`src/rtl/ex_operand_stage.sv`:
```
// Execute-stage pipeline register: builds ALU operands/opcode into flops and
// qualifies ALU overflow into a precise exception, blocking younger work until flush.
module ex_operand_stage (
  input  logic        clk,
  input  logic        reset,
  input  logic        ds_to_es_valid,
  output logic        es_allowin,
  input  logic [12:0] ds_aluop,
  input  logic [31:0] ds_rs_val,
  input  logic [31:0] ds_rt_val,
  input  logic [15:0] ds_imm,
  input  logic [4:0]  ds_sa,
  input  logic [31:0] ds_pc,
  input  logic [1:0]  ds_src0_sel,
  input  logic [1:0]  ds_src1_sel,
  input  logic [4:0]  ds_dest,
  input  logic        ds_wen,
  input  logic        flush,
  output logic [31:0] es_scr0,
  output logic [31:0] es_scr1,
  output logic [12:0] es_aluop,
  input  logic        alu_overflow,
  input  logic [31:0] alu_result,
  input  logic        ms_allowin,
  output logic        es_to_ms_valid,
  output logic [31:0] es_result,
  output logic [31:0] es_pc,
  output logic [4:0]  es_dest,
  output logic        es_wen,
  output logic        es_exc_ov
);

  // Handshake: a transfer happens on a rising edge where the producer's valid
  // and the consumer's allowin are both high; valid never depends on allowin,
  // and a producer holding valid keeps its payload stable until accepted.

  logic        es_valid;
  logic        exc_block;
  logic        wen_q;
  logic        es_ready_go;
  logic        capture;
  logic        ov;
  logic [31:0] src0;
  logic [31:0] src1;

  assign es_ready_go    = 1'b1;
  assign es_allowin     = !es_valid || (es_ready_go && ms_allowin);
  assign capture        = ds_to_es_valid && es_allowin && !flush;
  assign ov             = es_valid && alu_overflow && !exc_block;
  assign es_exc_ov      = ov;
  assign es_wen         = es_valid && wen_q && !ov && !exc_block;
  assign es_to_ms_valid = es_valid && es_ready_go && !exc_block;
  assign es_result      = alu_result;

  always_comb begin
    src0 = '0;
    unique case (ds_src0_sel)
      2'b00:   src0 = ds_rs_val;
      2'b01:   src0 = {27'd0, ds_sa};
      2'b10:   src0 = ds_pc;
      default: src0 = '0;
    endcase
  end

  // Constant 8 pairs with src0 = pc to form link addresses.
  always_comb begin
    src1 = '0;
    unique case (ds_src1_sel)
      2'b00:   src1 = ds_rt_val;
      2'b01:   src1 = {{16{ds_imm[15]}}, ds_imm};
      2'b10:   src1 = {16'd0, ds_imm};
      default: src1 = 32'd8;
    endcase
  end

  always_ff @(posedge clk) begin
    if (reset) begin
      es_valid  <= 1'b0;
      exc_block <= 1'b0;
      es_aluop  <= '0;
      es_scr0   <= '0;
      es_scr1   <= '0;
      es_pc     <= '0;
      es_dest   <= '0;
      wen_q     <= 1'b0;
    end else begin
      if (flush)
        es_valid <= 1'b0;
      else if (es_allowin)
        es_valid <= ds_to_es_valid;

      // Set once the faulting instruction leaves; flush wins over a same-cycle set.
      if (flush)
        exc_block <= 1'b0;
      else if (ov && ms_allowin)
        exc_block <= 1'b1;

      if (capture) begin
        es_aluop <= ds_aluop;
        es_scr0  <= src0;
        es_scr1  <= src1;
        es_pc    <= ds_pc;
        es_dest  <= ds_dest;
        wen_q    <= ds_wen;
      end
    end
  end

endmodule

```
`config.mk`:
```
export PLATFORM = sky130hd
export DESIGN_NAME = ex_operand_stage
export DESIGN_NICKNAME = d
export VERILOG_FILES = /design/src/rtl/ex_operand_stage.sv
export SDC_FILE = /design/constraint.sdc
export NUM_CORES = 1
export LEC_CHECK = 0
export ABC_AREA = 1
export BUFFER_PORTS_ARGS = -buffer_cell sky130_fd_sc_hd__clkbuf_2
export CORE_AREA = 2 2 129 131
export DETAILED_ROUTE_END_ITERATION = 10
export DIE_AREA = 0 0 131 133
export PLACE_DENSITY = 0.69
export SETUP_SLACK_MARGIN = 0.4
export SYNTH_ARGS = -nofsm -noshare
export SYNTH_HDL_FRONTEND = slang
export SYNTH_SLANG_ARGS = --single-unit
export TNS_END_PERCENT = 10
```
`constraint.sdc`:
```
create_clock -name clk -period 1.5 [get_ports clk]
set_clock_uncertainty 0.05 [all_clocks]
set_input_delay 0.15 -clock clk [delete_from_list [all_inputs] [get_ports clk]]
set_output_delay 0.15 -clock clk [all_outputs]
set_load 0.01 [all_outputs]
```
**Word level (Yosys, flattened, before mapping)**

Index checks and enable logic that the tools add are counted.

- Bits in writable memories: 0
- Bits in latches: 0
- Output and inout bits: 150
- Input port bits: 178
- Flip-flop bits (word level): 117
- Word-level logic and storage cells: 31
- ROM bits: 0
- Memories kept: 0

- Equal/unequal tests: 4
- Div/mod/pow operators: 0
- $add $sub $neg: 0
- Magnitude comparators: 0
- Shift-type cells: 0
- $mul: 0
- Reductions and logical operators: 17
- Bitwise gates (word level): 0
- Muxes and demuxes: 2

Operators by type and width:

| operator | number |
|---|---|
| $pmux 32 s3 | 2 |
| $logic_and 1x1->1 | 9 |
| $eq 2x1->1 const B | 2 |
| $eq 2x2->1 const B | 2 |
| $logic_not 1->1 | 4 |
| $logic_not 2->1 | 2 |
| $reduce_or 2->1 | 1 |
| $logic_or 1x1->1 | 1 |

**Logic depth before layout (Yosys ltp)**

Gate-level depths: netlist of run 1.

- Word-level depth: 5
- Gate-level depth with buffers: 8
- Gate-level depth less buffers: 7

**Least setup slack after synthesis of run 1**

Ideal clock, no wire load.

- Kind: register to register
- Start: register es_valid
- End: register es_pc[19]
- Stages on the path, launching flop included: 7
- Setup slack: 0.370 ns
- Period minus slack after synthesis: 1.130 ns
- Arrival time: 0.965 ns
- Path buffers: 2
- Data required time: 1.334 ns
- Cell sequence: dfxtp_1 nand2_2 nand2_4 buf_6 buf_4 o21ai_0 nor2_1

- Cells in the longest elaborated chain, start to end: 4

RTL lines:

| element | RTL line | source |
|---|---|---|
| from (decl) | 37 | `logic es_valid;` |
| from (signal assigned) | 90 | `es_valid <= ds_to_es_valid;` |
| $logic_not 1->1 | 47 | `assign es_allowin = !es_valid \|\| (es_ready_go && ms_allowin);` |
| $logic_or 1x1->1 | 47 |  |
| net es_allowin | 7 | `output logic es_allowin,` |
| $logic_and 1x1->1 (2 in series) | 48 | `assign capture = ds_to_es_valid && es_allowin && !flush;` |
| to (signal assigned) | 102 | `es_pc <= ds_pc;` |
| to (decl) | 27 | `output logic [31:0] es_pc,` |

The timed path passes the listed nets, and every way through them passes these cells.
A chain may end at the register's enable or synchronous reset.

**Final worst setup path of run 1**

- Start: register es_valid
- End: register es_scr1[18]

- Cells in the longest elaborated chain, start to end: 4

RTL lines:

| element | RTL line | source |
|---|---|---|
| $logic_not 1->1 | 47 |  |
| $logic_or 1x1->1 | 47 |  |
| $logic_and 1x1->1 (2 in series) | 48 |  |
| to (signal assigned) | 101 | `es_scr1 <= src1;` |
| to (decl) | 20 | `output logic [31:0] es_scr1,` |

No other way between the ends.

==> impl_metrics.xml, run 1 <==
<?xml version="1.0" encoding="UTF-8"?>
<metrics>
  <group name="detailed_routing">
    <metric name="route.vias.total" unit="">5972</metric>
    <metric name="drt_pass1_iterations" unit="">5</metric>
    <metric name="drt-initial-drc-count" unit="">276</metric>
    <metric name="routedWlPerCell" unit="um">15.41</metric>
    <metric name="drcViolationCount" unit="">0</metric>
    <metric name="final_antenna_net_count" unit="">0</metric>
    <metric name="routed_wirelength" unit="um">19690</metric>
    <metric name="vias_per_cell" unit="">4.673</metric>
  </group>
  <group name="sta">
    <metric name="slew_limit_fails" unit="">0</metric>
    <metric name="max_clock_freq" unit="GHz">0.7304</metric>
    <metric name="setup_violations" unit="">0</metric>
    <metric name="grt_setup_unrepaired" unit="">yes</metric>
    <metric name="report.final.hold_viol_count" unit="">0</metric>
    <metric name="totalNegativeSetupSlack" unit="ps">0</metric>
    <metric name="max_slew_margin" unit="%">73.35</metric>
    <metric name="max_slew.worst_pin.slew" unit="ps">399.8</metric>
    <metric name="finalWorstPathRequiredPeriod" unit="ps">1369</metric>
    <metric name="post-route-period-util" unit="%">91.27</metric>
  </group>
  <group name="worst_hold_path">
    <metric name="hold_path_class" unit="">input port to flop</metric>
    <metric name="hold_path_startpoint" unit="">ds_pc[31]</metric>
  </group>
  <group name="synth">
    <metric name="synth_most_common_cell" unit="">sky130_fd_sc_hd__nand2_1</metric>
    <metric name="synth_largest_area_cell" unit="">sky130_fd_sc_hd__dfxtp_1</metric>
    <metric name="syn_area_per_cell" unit="um^2">7.036</metric>
    <metric name="synth_ff_type" unit="">sky130_fd_sc_hd__dfxtp_1</metric>
    <metric name="yosys_warnings" unit="">0</metric>
    <metric name="synth.lib_cells_used.distinct" unit="">21</metric>
    <metric name="synthesis.area" unit="mm^2">0.005431</metric>
    <metric name="synth.top_cell.area_share" unit="%">43.12</metric>
    <metric name="synthesis.nets" unit="">950</metric>
    <metric name="synth.area.top_cells" unit="">sky130_fd_sc_hd__dfxtp_1 (43%), sky130_fd_sc_hd__nand2_1 (12%), sky130_fd_sc_hd__nor2_1 (11%)</metric>
    <metric name="post_synth_edffs" unit="">0</metric>
    <metric name="syn-instance-count" unit="">772</metric>
    <metric name="synth_common_cells" unit="">sky130_fd_sc_hd__nand2_1 (174), sky130_fd_sc_hd__nor2_1 (154), sky130_fd_sc_hd__dfxtp_1 (117)</metric>
    <metric name="synth-seq-area-share" unit="%">43.12</metric>
    <metric name="ys_ff_latch" unit="">117</metric>
    <metric name="ys_async_sr_fraction" unit="%">0</metric>
  </group>
  <group name="die">
    <metric name="fp.dieArea" unit="mm^2">0.01742</metric>
    <metric name="ioPinCount" unit="">328</metric>
    <metric name="die_h" unit="um">133</metric>
    <metric name="number_of_standard_cell_rows_in_the_floorplan" unit="">47</metric>
    <metric name="die_w" unit="um">131</metric>
    <metric name="initial_core_util" unit="%">33.59</metric>
    <metric name="design.core.area" unit="mm^2">0.01617</metric>
  </group>
  <group name="layout">
    <metric name="number_of_nets_in_the_final_layout" unit="">1225</metric>
    <metric name="total_area_of_multi_input_combinational_cells" unit="mm^2">0.002407</metric>
    <metric name="layout.filler_cells" unit="">1615</metric>
    <metric name="number_of_antenna_diodes" unit="">0</metric>
    <metric name="area.sequential" unit="mm^2">0.002346</metric>
    <metric name="syn_to_final_growth" unit="%">49.21</metric>
    <metric name="final_layout_size_suffix_gt1_share" unit="%">33.08</metric>
  </group>
  <group name="power">
    <metric name="power_switching_share" unit="%">25.83</metric>
    <metric name="net-switching-power" unit="mW">2.312</metric>
    <metric name="p_comb_share" unit="%">16.2</metric>
    <metric name="total_power" unit="mW">8.950</metric>
    <metric name="seq_power_share" unit="%">37.7</metric>
    <metric name="pwr-share-clk" unit="%">46.1</metric>
    <metric name="vdd.ir_drop.worst" unit="mV">0.6988</metric>
    <metric name="p_leak" unit="nW">3.976</metric>
    <metric name="cellInternalPower" unit="mW">6.639</metric>
    <metric name="pwr_density_cell" unit="mW/mm^2">1104</metric>
  </group>
  <group name="global_routing">
    <metric name="gr-total-overflow" unit="">0</metric>
    <metric name="grt.total_usage" unit="%">20.37</metric>
    <metric name="first_global_vias" unit="">5584</metric>
    <metric name="grt_max_degree" unit="">68</metric>
    <metric name="grt_first_pass_wirelength" unit="um">27740</metric>
    <metric name="grt_antenna_before_repair" unit="">0</metric>
  </group>
  <group name="cts">
    <metric name="cts_tree" unit="">done</metric>
    <metric name="cts-buffers-inserted" unit="">17</metric>
    <metric name="cts.sinks" unit="">117</metric>
    <metric name="clock_insertion_delay_worst_skew" unit="ps">400</metric>
    <metric name="ctsHtreeMaxLevel" unit="">4</metric>
    <metric name="clkSlewWorstSetupHoldPaths" unit="ps">60</metric>
    <metric name="cts_root_buffer" unit="">sky130_fd_sc_hd__clkbuf_16</metric>
    <metric name="cts_max_path_buffers" unit="">2</metric>
  </group>
  <group name="placed_design">
    <metric name="globalplace.congestion" unit="">0.7809</metric>
    <metric name="place_hpwl" unit="um">11970</metric>
    <metric name="port_buffers" unit="">263</metric>
  </group>
  <group name="run">
    <metric name="max_cap_violations" unit="">0</metric>
  </group>
  <group name="critical_path">
    <metric name="timing_worst_setup_path_type" unit="">flop to flop</metric>
    <metric name="sort_of_element_at_the_end_of_the_critical_path" unit="">flop</metric>
    <metric name="critPathRequiredTime" unit="ps">1750</metric>
    <metric name="regToRegStartpoint" unit="">es_valid$_SDFFE_PP0P_</metric>
    <metric name="worst-endpoint-arrival" unit="ps">1620</metric>
    <metric name="critPathMaxFanout" unit="">12</metric>
    <metric name="critPathLaunch" unit="">es_valid$_SDFFE_PP0P_</metric>
    <metric name="worstSetupStartpointType" unit="">flop</metric>
  </group>
  <group name="status">
    <metric name="status" unit="">completed</metric>
  </group>
</metrics>
[power by group through the flow]
stage / clock [mW] / combinational [mW] / sequential [mW]
2_1_floorplan: 0 / 0.682 / 3.51
3_3_place_gp: 0 / 1.17 / 3.43
3_5_place_dp: 0 / 1.18 / 3.44
4_1_cts: 4.22 / 1.34 / 3.37
5_1_grt: 4.38 / 1.60 / 3.39
6_report: 4.13 / 1.45 / 3.37
[per-stage QoR]
stage	hold WS (ps)	setup WS, ps	std cells	util (%)	cell area, um^2
after detailed placement	250.1	148.3	1182	40.63	6570
after CTS	2.543	112.5	1266	48.20	7795
after global placement	250.1	203.1	1182	40.63	6570
after floorplan	245.7	389.1	772	-	5433
final	15.37	130.9	1278	50.11	8104
after global routing	23.67	49.13	1278	50.11	8104
[repair_timing]
action                                  CTS  global route
resized for setup                        13            22
hold buffers                             51             0
pin swaps                                 1             2
endpoints found under the hold margin    50             0
cloned                                    3             8
setup buffers                             0             4
endpoints found under the setup margin  149           224
[worst paths after layout]
| path | endpoint | slack (ps) | cells after the start |
|---|---|---|---|
| worst max-delay path | es_scr1[18]$_SDFFE_PP0P_ | 130 | 7 |
| worst min-delay path | es_pc[31]$_SDFFE_PP0P_ | 20 | 3 |
| worst max register to register | es_scr1[18]$_SDFFE_PP0P_ | 130 | 7 |
| worst min register to register | es_scr0[26]$_SDFFE_PP0P_ | 410 | 2 |
[worst max-delay path: stages (launching register included)]
cell and delay [ps]:
sky130_fd_sc_hd__dfxtp_4 340, sky130_fd_sc_hd__buf_4 110, sky130_fd_sc_hd__nand2_4 60, sky130_fd_sc_hd__nand2_8 100, sky130_fd_sc_hd__clkinv_8 110, sky130_fd_sc_hd__bufbuf_16 300, sky130_fd_sc_hd__o21ai_1 130, sky130_fd_sc_hd__nor2_1 50
[cell usage in the layout, fill, tap and decap left out]
cell type / synthesis / final
sky130_fd_sc_hd__buf_4: 41 / 8
sky130_fd_sc_hd__nand3_2: 1 / 1
sky130_fd_sc_hd__nand3_1: 84 / 84
sky130_fd_sc_hd__nor2_4: 3 / 3
sky130_fd_sc_hd__inv_1: 24 / 24
sky130_fd_sc_hd__nand2_1: 174 / 164
sky130_fd_sc_hd__clkinv_2: 0 / 1
sky130_fd_sc_hd__dlygate4sd3_1: 0 / 51
sky130_fd_sc_hd__dfxtp_1: 117 / 116
sky130_fd_sc_hd__nand2_8: 0 / 2
sky130_fd_sc_hd__dfxtp_4: 0 / 1
sky130_fd_sc_hd__o21ai_1: 13 / 32
sky130_fd_sc_hd__nor2_2: 0 / 2
sky130_fd_sc_hd__buf_2: 16 / 1
sky130_fd_sc_hd__clkbuf_16: 0 / 23
sky130_fd_sc_hd__buf_16: 0 / 3
sky130_fd_sc_hd__a21boi_0: 1 / 1
sky130_fd_sc_hd__buf_6: 19 / 1
sky130_fd_sc_hd__a21oi_1: 49 / 46
sky130_fd_sc_hd__bufbuf_16: 0 / 2
sky130_fd_sc_hd__o21ai_0: 56 / 37
sky130_fd_sc_hd__buf_8: 0 / 1
sky130_fd_sc_hd__clkinv_8: 0 / 1
sky130_fd_sc_hd__clkbuf_2: 0 / 262
sky130_fd_sc_hd__clkbuf_8: 0 / 6
sky130_fd_sc_hd__nor3_1: 1 / 1
sky130_fd_sc_hd__clkinvlp_4: 0 / 4
sky130_fd_sc_hd__a21oi_2: 0 / 3
sky130_fd_sc_hd__buf_12: 0 / 7
sky130_fd_sc_hd__inv_2: 4 / 4
sky130_fd_sc_hd__bufinv_16: 0 / 2
sky130_fd_sc_hd__nand2_2: 1 / 9
sky130_fd_sc_hd__nor2_1: 154 / 152
sky130_fd_sc_hd__nand2_4: 3 / 3
[cells by family after synthesis]
group	count (synthesis)	share of synthesized area [%]
AND/OR/NAND/NOR	421	32.04
flip-flops	117	43.12
buffers and inverters	115	13.82
AO/OA/AOI/OAI	119	11.01
[registers in the layout, indices dropped and copies added (netlist names)]
name,count
es_dest,5
exc_block,1
es_scr0,32
es_aluop,13
wen_q,1
es_pc,32
es_scr1,32
es_valid,1
[metal layers]
metal	part of all wire (%)	wire (um)	GRT usage (%)
met5	0	0	0
met1	41	8019	23.55
met4	2.7	526	9.161
met2	49	9608	34.11
met3	7.8	1539	6.429
[cell type report]
cell class / instances / share of cell area (%)
Clock buffer: 23 / 6.268
Clock inverter: 7 / 1.173
Inverter: 29 / 1.498
Multi-Input combinational cell: 540 / 29.71
Sequential cell: 117 / 28.95
Tap cell: 220 / 3.397
Timing Repair Buffer: 342 / 29.01
Note: power is estimated with default switching activity, not from simulation.
==> inputs of run 2 (changes only) <==
--- a/config.mk
+++ b/config.mk
@@ -7,10 +7,11 @@
 export LEC_CHECK = 0
 export ABC_AREA = 1
 export BUFFER_PORTS_ARGS = -buffer_cell sky130_fd_sc_hd__clkbuf_2
-export CORE_AREA = 2 2 129 131
+export CORE_AREA = 2 2 127 129
+export CTS_BUF_LIST = sky130_fd_sc_hd__clkbuf_8
 export DETAILED_ROUTE_END_ITERATION = 10
-export DIE_AREA = 0 0 131 133
-export PLACE_DENSITY = 0.69
+export DIE_AREA = 0 0 129 131
+export PLACE_DENSITY = 0.71
 export SETUP_SLACK_MARGIN = 0.4
 export SYNTH_ARGS = -nofsm -noshare
 export SYNTH_HDL_FRONTEND = slang
==> impl_metrics.xml, run 2 (synthesized netlist as in run 1, its figures left out) <==
<?xml version="1.0" encoding="UTF-8"?>
<metrics>
  <group name="die">
    <metric name="die_h" unit="um">131</metric>
    <metric name="fp.dieArea" unit="mm^2">0.01690</metric>
    <metric name="design.core.area" unit="mm^2">0.01560</metric>
    <metric name="die_w" unit="um">129</metric>
    <metric name="initial_core_util" unit="%">34.82</metric>
    <metric name="number_of_standard_cell_rows_in_the_floorplan" unit="">46</metric>
    <metric name="ioPinCount" unit="">328</metric>
  </group>
  <group name="global_routing">
    <metric name="gr-total-overflow" unit="">0</metric>
    <metric name="grt_first_pass_wirelength" unit="um">31420</metric>
    <metric name="grt_antenna_before_repair" unit="">0</metric>
    <metric name="grt.met3_usage" unit="%">6.800</metric>
    <metric name="first_global_vias" unit="">6340</metric>
    <metric name="grt.met1_usage" unit="%">25.87</metric>
    <metric name="grt.total_usage" unit="%">23.97</metric>
    <metric name="grt_max_degree" unit="">48</metric>
    <metric name="use_met2" unit="%">42.51</metric>
    <metric name="grt.busiest_layer" unit="">met2</metric>
  </group>
  <group name="worst_hold_path">
    <metric name="hold_path_class" unit="">input port to flop</metric>
    <metric name="hold_path_startpoint" unit="">ds_rs_val[29]</metric>
    <metric name="holdPathStages" unit="">5</metric>
    <metric name="holdPathEnd" unit="">es_scr0[29]$_SDFFE_PP0P_</metric>
  </group>
  <group name="layout">
    <metric name="number_of_nets_in_the_final_layout" unit="">1302</metric>
    <metric name="most-common-layout-cells" unit="">sky130_fd_sc_hd__clkbuf_2 (261), sky130_fd_sc_hd__nand2_1 (166), sky130_fd_sc_hd__nor2_1 (142)</metric>
    <metric name="mostFrequentLayoutCell" unit="">sky130_fd_sc_hd__clkbuf_2</metric>
    <metric name="number_of_antenna_diodes" unit="">0</metric>
    <metric name="leading_registers_by_flop_count" unit="">es_pc x32, es_scr0 x32, es_scr1 x32</metric>
    <metric name="syn_to_final_growth" unit="%">66.60</metric>
    <metric name="final_layout_size_suffix_gt1_share" unit="%">35.36</metric>
    <metric name="instances_no_fill" unit="">1353</metric>
  </group>
  <group name="detailed_routing">
    <metric name="drcViolationCount" unit="">0</metric>
    <metric name="final_antenna_net_count" unit="">0</metric>
    <metric name="vias_per_cell" unit="">4.939</metric>
    <metric name="drt-initial-drc-count" unit="">455</metric>
    <metric name="routedWlPerCell" unit="um">16.63</metric>
    <metric name="routed_wirelength" unit="um">22510</metric>
    <metric name="drt_pass1_iterations" unit="">5</metric>
    <metric name="route.vias.total" unit="">6682</metric>
  </group>
  <group name="sta">
    <metric name="report.final.hold_viol_count" unit="">0</metric>
    <metric name="grt_setup_unrepaired" unit="">yes</metric>
    <metric name="setup_violations" unit="">1</metric>
    <metric name="max_slew_margin" unit="%">73.70</metric>
    <metric name="finalWorstPathRequiredPeriod" unit="ps">1513</metric>
    <metric name="totalNegativeSetupSlack" unit="ps">-13.42</metric>
    <metric name="slew_limit_fails" unit="">0</metric>
    <metric name="max_slew.worst_pin.slew" unit="ps">390.4</metric>
    <metric name="post-route-period-util" unit="%">100.9</metric>
    <metric name="fin_ws" unit="ps">-13.42</metric>
    <metric name="max_clock_freq" unit="GHz">0.6608</metric>
  </group>
  <group name="cts">
    <metric name="cts_max_path_buffers" unit="">2</metric>
    <metric name="cts-buffers-inserted" unit="">17</metric>
    <metric name="clock_insertion_delay_worst_skew" unit="ps">420</metric>
    <metric name="clkSlewWorstSetupHoldPaths" unit="ps">80</metric>
    <metric name="ctsHtreeMaxLevel" unit="">4</metric>
    <metric name="cts_root_buffer" unit="">sky130_fd_sc_hd__clkbuf_8</metric>
    <metric name="cts_tree" unit="">done</metric>
    <metric name="cts.sinks" unit="">117</metric>
  </group>
  <group name="critical_path">
    <metric name="worstSetupStartpointType" unit="">flop</metric>
    <metric name="reg2reg_to" unit="">es_aluop[0]$_SDFFE_PP0P_</metric>
    <metric name="regToRegSetupSlack" unit="ps">-10</metric>
    <metric name="timing_worst_setup_path_type" unit="">flop to flop</metric>
    <metric name="regToRegStartpoint" unit="">es_valid$_SDFFE_PP0P_</metric>
    <metric name="sort_of_element_at_the_end_of_the_critical_path" unit="">flop</metric>
    <metric name="critPathMaxFanout" unit="">10</metric>
    <metric name="r2r_cells" unit="">7</metric>
    <metric name="worst-endpoint-arrival" unit="ps">1780</metric>
    <metric name="critPathRequiredTime" unit="ps">1770</metric>
  </group>
  <group name="placed_design">
    <metric name="port_buffers" unit="">263</metric>
    <metric name="globalplace.congestion" unit="">0.7895</metric>
    <metric name="place_hpwl" unit="um">12100</metric>
    <metric name="dp_worst_setup_slack" unit="ps">205.8</metric>
    <metric name="dpl.cell_count" unit="">1183</metric>
  </group>
  <group name="status">
    <metric name="violations" unit="">negative setup slack</metric>
    <metric name="status" unit="">finished with violations</metric>
  </group>
  <group name="power">
    <metric name="vdd.ir_drop.worst" unit="mV">0.5828</metric>
    <metric name="p_leak" unit="nW">4.387</metric>
    <metric name="pwr_density_cell" unit="mW/mm^2">937.7</metric>
  </group>
  <group name="run">
    <metric name="max_cap_violations" unit="">0</metric>
  </group>
</metrics>
## run 2: final cells by class
cell class | count | area, um^2
clock inverters | 14 | 200.2
multi-input cells | 540 | 2601
repair buffers | 417 | 3246
flip-flops and latches | 117 | 2345
clock buffers | 18 | 247.7
repair inverters | 2 | 17.52
fillers | 1332 | 6549
inverters | 29 | 121.4
well taps | 216 | 270.3
## run 2: metrics by stage
stage	total power [mW]	hold WS [ps]	cell area, um^2	util [%]
floorplan	4.190	245.7	5433	-
global placement	4.613	250.1	6603	42.33
detailed placement	4.623	250.1	6603	42.33
CTS	8.351	1.785	8647	55.44
global route	8.829	7.385	9049	58.01
finish	8.485	37.32	9049	58.01
## run 2: timing repair
item,in CTS,in global routing
hold buffers,108,0
gates cloned,13,5
gates resized for setup,23,85
endpoints found under the setup margin,233,233
buffers inserted,9,3
pin swaps,4,13
endpoints found under the hold margin,105,0
## run 2: layer usage
layer  part of all wire [%]  vias to the layer above  wire length, um
met4                    3.9                        0              867
met3                    8.7                       70             1965
met2                     50                      399            11330
met1                     37                     3051             8338
li1                       -                     3162                -
met5                      0                        -                0
## run 2: critical path: stages (launching register included)
cell                      delay, ps
sky130_fd_sc_hd__dfxtp_2        340
sky130_fd_sc_hd__buf_6          130
sky130_fd_sc_hd__nand2_8         70
sky130_fd_sc_hd__nand2_8        100
sky130_fd_sc_hd__buf_12         160
sky130_fd_sc_hd__buf_16         140
sky130_fd_sc_hd__o21ai_0        330
sky130_fd_sc_hd__nor2_1          80
## run 2: worst max-delay path by stage
stage                          startpoint                         to  slack [ps]
floorplan           es_valid$_SDFFE_PP0P_  es_aluop[12]$_SDFFE_PP0P_         390
global placement    es_valid$_SDFFE_PP0P_   es_scr0[10]$_SDFFE_PP0P_         250
detailed placement  es_valid$_SDFFE_PP0P_   es_scr0[26]$_SDFFE_PP0P_         210
CTS                 es_valid$_SDFFE_PP0P_                     es_wen          60
global route        es_valid$_SDFFE_PP0P_   es_aluop[0]$_SDFFE_PP0P_        -110
finish              es_valid$_SDFFE_PP0P_   es_aluop[0]$_SDFFE_PP0P_         -10
## run 2: where the power goes
group | switching [mW] | total [mW] | internal [mW]
Clock | 1.43 | 3.31 | 1.88
Combinational | 0.911 | 1.79 | 0.876
Sequential | 0.111 | 3.39 | 3.28
Total | 2.46 | 8.49 | 6.03
